[src/rtl/counter_request_source.sv]
// counter_request_source
//
// Turns asynchronous plus/minus pulse trains into one-at-a-time increment
// requests for a single plus/minus counter cell. Pulses are synchronized and
// edge-detected. Their net effect is kept as a signed pending count. One unit
// at a time is moved from that count into a held request, which stays up
// until the counter cell's service strobe clears it.
//
// Ports
//   CLOCK  in   system clock, rising edge
//   rst    in   asynchronous reset, active high
//   PLSP   in   external plus pulse (async level, rising edge = +1)
//   PLSM   in   external minus pulse (async level, rising edge = -1)
//   CR     in   service strobe from the counter cell
//   GOJAM  in   synchronous restart (clears count and request, keeps flags)
//   CP     out  plus-increment request
//   CM     out  minus-increment request
//   PEND   out  signed net pending count, outstanding request excluded
//   OVF    out  sticky saturation flag
//   SPUR   out  sticky flag: CR seen with no request outstanding
//
// state | meaning
// ------+-----------------------------------------------------------
// IDLE  | no request; launches one as soon as PEND is non-zero
// REQP  | plus request held on CP until CR
// REQM  | minus request held on CM until CR
// GAP   | one mandatory quiet cycle after a serviced request
module counter_request_source #(
  parameter int CNT_W    = 4,
  parameter int MAX_PEND = 15
) (
  input  logic               CLOCK,
  input  logic               rst,
  input  logic               PLSP,
  input  logic               PLSM,
  input  logic               CR,
  input  logic               GOJAM,
  output logic               CP,
  output logic               CM,
  output logic signed [CNT_W:0] PEND,
  output logic               OVF,
  output logic               SPUR
);

  // Two guard bits above PEND keep the unclamped sum exact.
  localparam int SUM_W = CNT_W + 3;
  localparam logic signed [SUM_W-1:0] SAT_HI = SUM_W'(MAX_PEND);
  localparam logic signed [SUM_W-1:0] SAT_LO = -SAT_HI;

  typedef enum logic [1:0] {
    IDLE = 2'd0,
    REQP = 2'd1,
    REQM = 2'd2,
    GAP  = 2'd3
  } state_t;

  state_t state, state_nx;

  // [0] = s1, [1] = s2, [2] = s3 (history)
  logic [2:0] sync_p;
  logic [2:0] sync_m;
  logic       ev_p;
  logic       ev_m;

  logic signed [SUM_W-1:0] pend_ext;
  logic signed [SUM_W-1:0] inc_p;
  logic signed [SUM_W-1:0] inc_m;
  logic signed [SUM_W-1:0] adj;
  logic signed [SUM_W-1:0] sum;
  logic signed [CNT_W:0]   pend_nx;
  logic                    ovf_set;
  logic                    spur_set;
  logic                    pend_pos;
  logic                    pend_neg;

  assign ev_p = sync_p[1] & ~sync_p[2];
  assign ev_m = sync_m[1] & ~sync_m[2];

  assign pend_neg = PEND[CNT_W];
  assign pend_pos = ~PEND[CNT_W] & (PEND != '0);

  assign CP = (state == REQP);
  assign CM = (state == REQM);

  always_ff @(posedge CLOCK or posedge rst) begin
    if (rst) begin
      state <= IDLE;
    end else begin
      state <= state_nx;
    end
  end

  // Next state, launch adjustment and spurious-strobe detection.
  always_comb begin
    state_nx = state;
    adj      = '0;
    spur_set = 1'b0;
    case (state)
      IDLE: begin
        spur_set = CR;
        if (pend_pos) begin
          state_nx = REQP;
          adj      = '1;
        end else if (pend_neg) begin
          state_nx = REQM;
          adj      = {{(SUM_W-1){1'b0}}, 1'b1};
        end
      end
      REQP, REQM: begin
        if (CR) state_nx = GAP;
      end
      GAP: begin
        spur_set = CR;
        state_nx = IDLE;
      end
      default: state_nx = IDLE;
    endcase
    if (GOJAM) begin
      state_nx = IDLE;
      spur_set = 1'b0;
    end
  end

  // Net pulse events plus launch adjustment, then saturate.
  always_comb begin
    pend_ext = {{(SUM_W-CNT_W-1){PEND[CNT_W]}}, PEND};
    inc_p    = {{(SUM_W-1){1'b0}}, ev_p};
    inc_m    = {{(SUM_W-1){1'b0}}, ev_m};
    sum      = pend_ext + inc_p - inc_m + adj;
    pend_nx  = sum[CNT_W:0];
    ovf_set  = 1'b0;
    if (sum > SAT_HI) begin
      pend_nx = SAT_HI[CNT_W:0];
      ovf_set = 1'b1;
    end else if (sum < SAT_LO) begin
      pend_nx = SAT_LO[CNT_W:0];
      ovf_set = 1'b1;
    end
  end

  always_ff @(posedge CLOCK or posedge rst) begin
    if (rst) begin
      sync_p <= '0;
      sync_m <= '0;
      PEND   <= '0;
      OVF    <= 1'b0;
      SPUR   <= 1'b0;
    end else begin
      // Synchronizers run through GOJAM so an edge in flight still lands.
      sync_p <= {sync_p[1:0], PLSP};
      sync_m <= {sync_m[1:0], PLSM};
      if (GOJAM) begin
        PEND <= '0;
      end else begin
        PEND <= pend_nx;
        if (ovf_set) OVF <= 1'b1;
      end
      if (spur_set) SPUR <= 1'b1;
    end
  end

endmodule

[config.mk]
export PLATFORM = sky130hd
export DESIGN_NAME = counter_request_source
export DESIGN_NICKNAME = d
export VERILOG_FILES = /design/src/rtl/counter_request_source.sv
export SDC_FILE = /design/constraint.sdc
export NUM_CORES = 1
export LEC_CHECK = 0
export ABC_CLOCK_PERIOD_IN_PS = 3200
export CAP_MARGIN = 10
export CORE_UTILIZATION = 54
export DETAILED_ROUTE_END_ITERATION = 8
export PLACE_DENSITY = 0.85
export SLEW_MARGIN = 20
export SYNTH_ARGS = -nofsm -noshare
export SYNTH_HDL_FRONTEND = slang
export SYNTH_SLANG_ARGS = --single-unit
[constraint.sdc]
create_clock -name CLOCK -period 3.2 [get_ports CLOCK]
set_input_delay 0.8 -clock CLOCK [delete_from_list [all_inputs] [get_ports CLOCK]]
set_output_delay 0.8 -clock CLOCK [all_outputs]
set_load 0.02 [all_outputs]
==> flow_summary.ini <==
[worst_setup_path]
required_ps = 3350
crit_path_start_kind = flip-flop
slowest_delay_ps = 450
arrival_ps = 3160
worst_setup_path_end_kind = flip-flop
reg2reg_depth = 10
critical_path.max_fanout = 4
crit_type = reg2reg
crit_path_cell_trace = inv_1 -> ha_1 -> o21ai_0 -> fa_1 -> fa_1 -> nor2b_4 -> o21a_4 -> mux2_4 -> a2111oi_2 -> a221oi_1
slowest_stage = fa_1
cpMostUsedCell = fa_1

[synthesis]
async_reset_ff_share_pct = 100
synth-seq-cells = 15
synth_cell_types = 40
synthesis.nets = 137
yosysWarnings = 0
syn_area_per_cell_sq_um = 9.63
ys.flop_type = dfrtp_1
synth_edf_count = 0
syn_inst = 116
ys_seq_area_share_pct = 33.6
mappedNetlistArea_sq_um = 1120

[placed_design]
post-place-ws_ps = 67.7
hpwl_microns = 1770
port_buffers = 14
gp_congestion = 0.809
placedCellCount = 156

[layout]
area_growth_pct = 21.8
fin_nets = 157
final_core_util_pct = 69.4
fillerInstances = 165
seq_area_sq_um = 375
diodes = 0
multi_input_area_sq_um = 694
stdcell_count = 162
drive_above_1_share_pct = 11.9

[clock_network]
numCtsBuffers = 3
hold_buffers = 0
cts_buffer_depth = 2
tritoncts = done
clkSlewWorstSetupHoldPaths_ps = 90
clock_latency_ps = 280
cts-root-buf = clkbuf_4
h-tree-depth = 1
clock-sinks = 15

[min_path]
hold_depth = 0
hp-class = reg2reg

[status]
outcome = completed

[grt]
grt_pass1_vias = 788
grt_overflow = 0
grt_max_degree = 16
grt_pass1_wl_microns = 3370
grt_usage_pct = 22.4
antenna_found_initial = 0

[flow_run]
cap_violations = 0

[route]
drtIter0Drc = 23
ant_nets = 0
dr.pass1.iters = 4
wl_per_cell_microns = 14.3
vias = 908
wl_microns = 2320
viasPerCell = 5.60
drc = 0

[floorplanning]
die_h_microns = 47.5
fp.coreArea_sq_um = 1960
io_pins = 15
dieArea_sq_um = 2250
start_util_pct = 57.0
core.rowCount = 16
die_w_microns = 47.5

[timing]
slew_viol_final = 0
period_needed_ps = 3010
skew_ps = 1.63
post-route-period-util_pct = 94.0
fin_ws_ps = 192
hold_slack_ps = 354
slew_headroom_pct = 62.1
setup_violations = 0
hold_violations = 0
grt_setup_unrepaired = yes
worst_pin_slew_ps = 568
fmax_ghz = 0.332
==> path summary, 6_finish.rpt <==
path | end | slack (ps) | startpoint
min in group asynchronous | sync_p[2]$_DFF_PP0_ | 860 | rst
worst max register to register | PEND[0]$_DFF_PP0_ | 190 | state[0]$_DFFE_PP0P_
worst min-delay path | sync_p[1]$_DFF_PP0_ | 350 | sync_p[0]$_DFF_PP0_
worst max-delay path | PEND[0]$_DFF_PP0_ | 190 | state[0]$_DFFE_PP0P_
max in group asynchronous | PEND[0]$_DFF_PP0_ | 1970 | rst
worst min register to register | sync_p[1]$_DFF_PP0_ | 350 | sync_p[0]$_DFF_PP0_
==> sequential cells by signal (all words and copies together) (netlist names) <==
name,count
OVF,1
PEND,5
SPUR,1
state,2
sync_m,3
sync_p,3
==> cell type report <==
cell class	instances	area share (%)
clock inverters	1	0.368
repair buffers	16	11.4
multi-input cells	80	51.0
flip-flops and latches	15	27.6
inverters	20	5.51
well taps	27	2.48
clock buffers	3	1.65
==> cells in the mapped netlist (all sizes together) (2+ instances only) <==
master / instances / area share, %
a22o: 2 / 1.6
a211oi: 3 / 2.0
fa: 2 / 3.6
inv: 20 / 6.7
a221oi: 3 / 2.4
a21oi: 3 / 1.3
nor2b: 5 / 3.5
o311ai: 2 / 1.6
a21o: 3 / 2.0
nand2b: 2 / 1.1
dfrtp: 15 / 34
ha: 13 / 15
nand2: 4 / 1.3
nor2: 10 / 3.4
o21ai: 4 / 1.8
o21bai: 2 / 1.3
a2111oi: 2 / 1.6
==> metal layers <==
| metal | GRT usage [%] | vias up | share of wire (%) |
|---|---|---|---|
| met3 | 8.30 | 2 | 4.8 |
| met5 | 0 | - | 0 |
| met4 | 8.57 | 0 | 0.69 |
| li1 | - | 453 | - |
| met1 | 27.0 | 421 | 42 |
| met2 | 36.4 | 32 | 52 |
==> kinds of logic (layout without fill, tap and decap cells) <==
kind of cell	after synthesis	after routing	share of synthesized area, %
simple gates	31	31	16.0
flops	15	15	33.6
xor+xnor	1	1	0.784
mux	2	2	2.24
fa+ha+maj	15	15	18.1
buf+inv	21	40	7.05
compound gates	31	31	22.2
==> stage by stage <==
stage / TNS (ps) / area, sq um
floorplan: 0 / 1120
global placement: 0 / 1290
detailed placement: 0 / 1290
CTS: 0 / 1320
global route: -75.3 / 1360
finish: 0 / 1360
==> repair_timing <==
item	4_1_cts	5_1_grt
gates resized for setup	0	7
buffers inserted	0	2
endpoints found under the hold margin	0	0
endpoints found under the setup margin	0	2
==> placed cells by master, fill, tap and decap left out, types with 2 or more instances in the layout <==
master           netlist  layout
a211oi_1               3       3
nand2b_1               2       2
fa_1                   2       2
o21ai_0                4       4
ha_1                  13      13
dfrtp_1               15      15
inv_1                 20      20
buf_4                  0       2
a221oi_1               3       3
a2111oi_2              0       2
a22o_1                 2       2
o21bai_1               2       2
nand2_1                4       4
nor2_1                10      10
clkdlybuf4s50_1        0      14
a21o_1                 3       3
clkbuf_4               0       3
a21oi_1                3       2
nor2b_1                4       4
==> worst max-delay path: cells and delay by family (launching register included) <==
family,cells,cell delay (ps)
adders and majority gates,3,1080
and+or+nand+nor,1,180
DFF,1,410
AOI/OAI and AO/OA,4,740
muxes,1,330
buffers and inverters,1,120
Power is left out: the tool's default activity adds up to more than one toggle a clock period on the data nets, which glitch-free logic cannot reach.
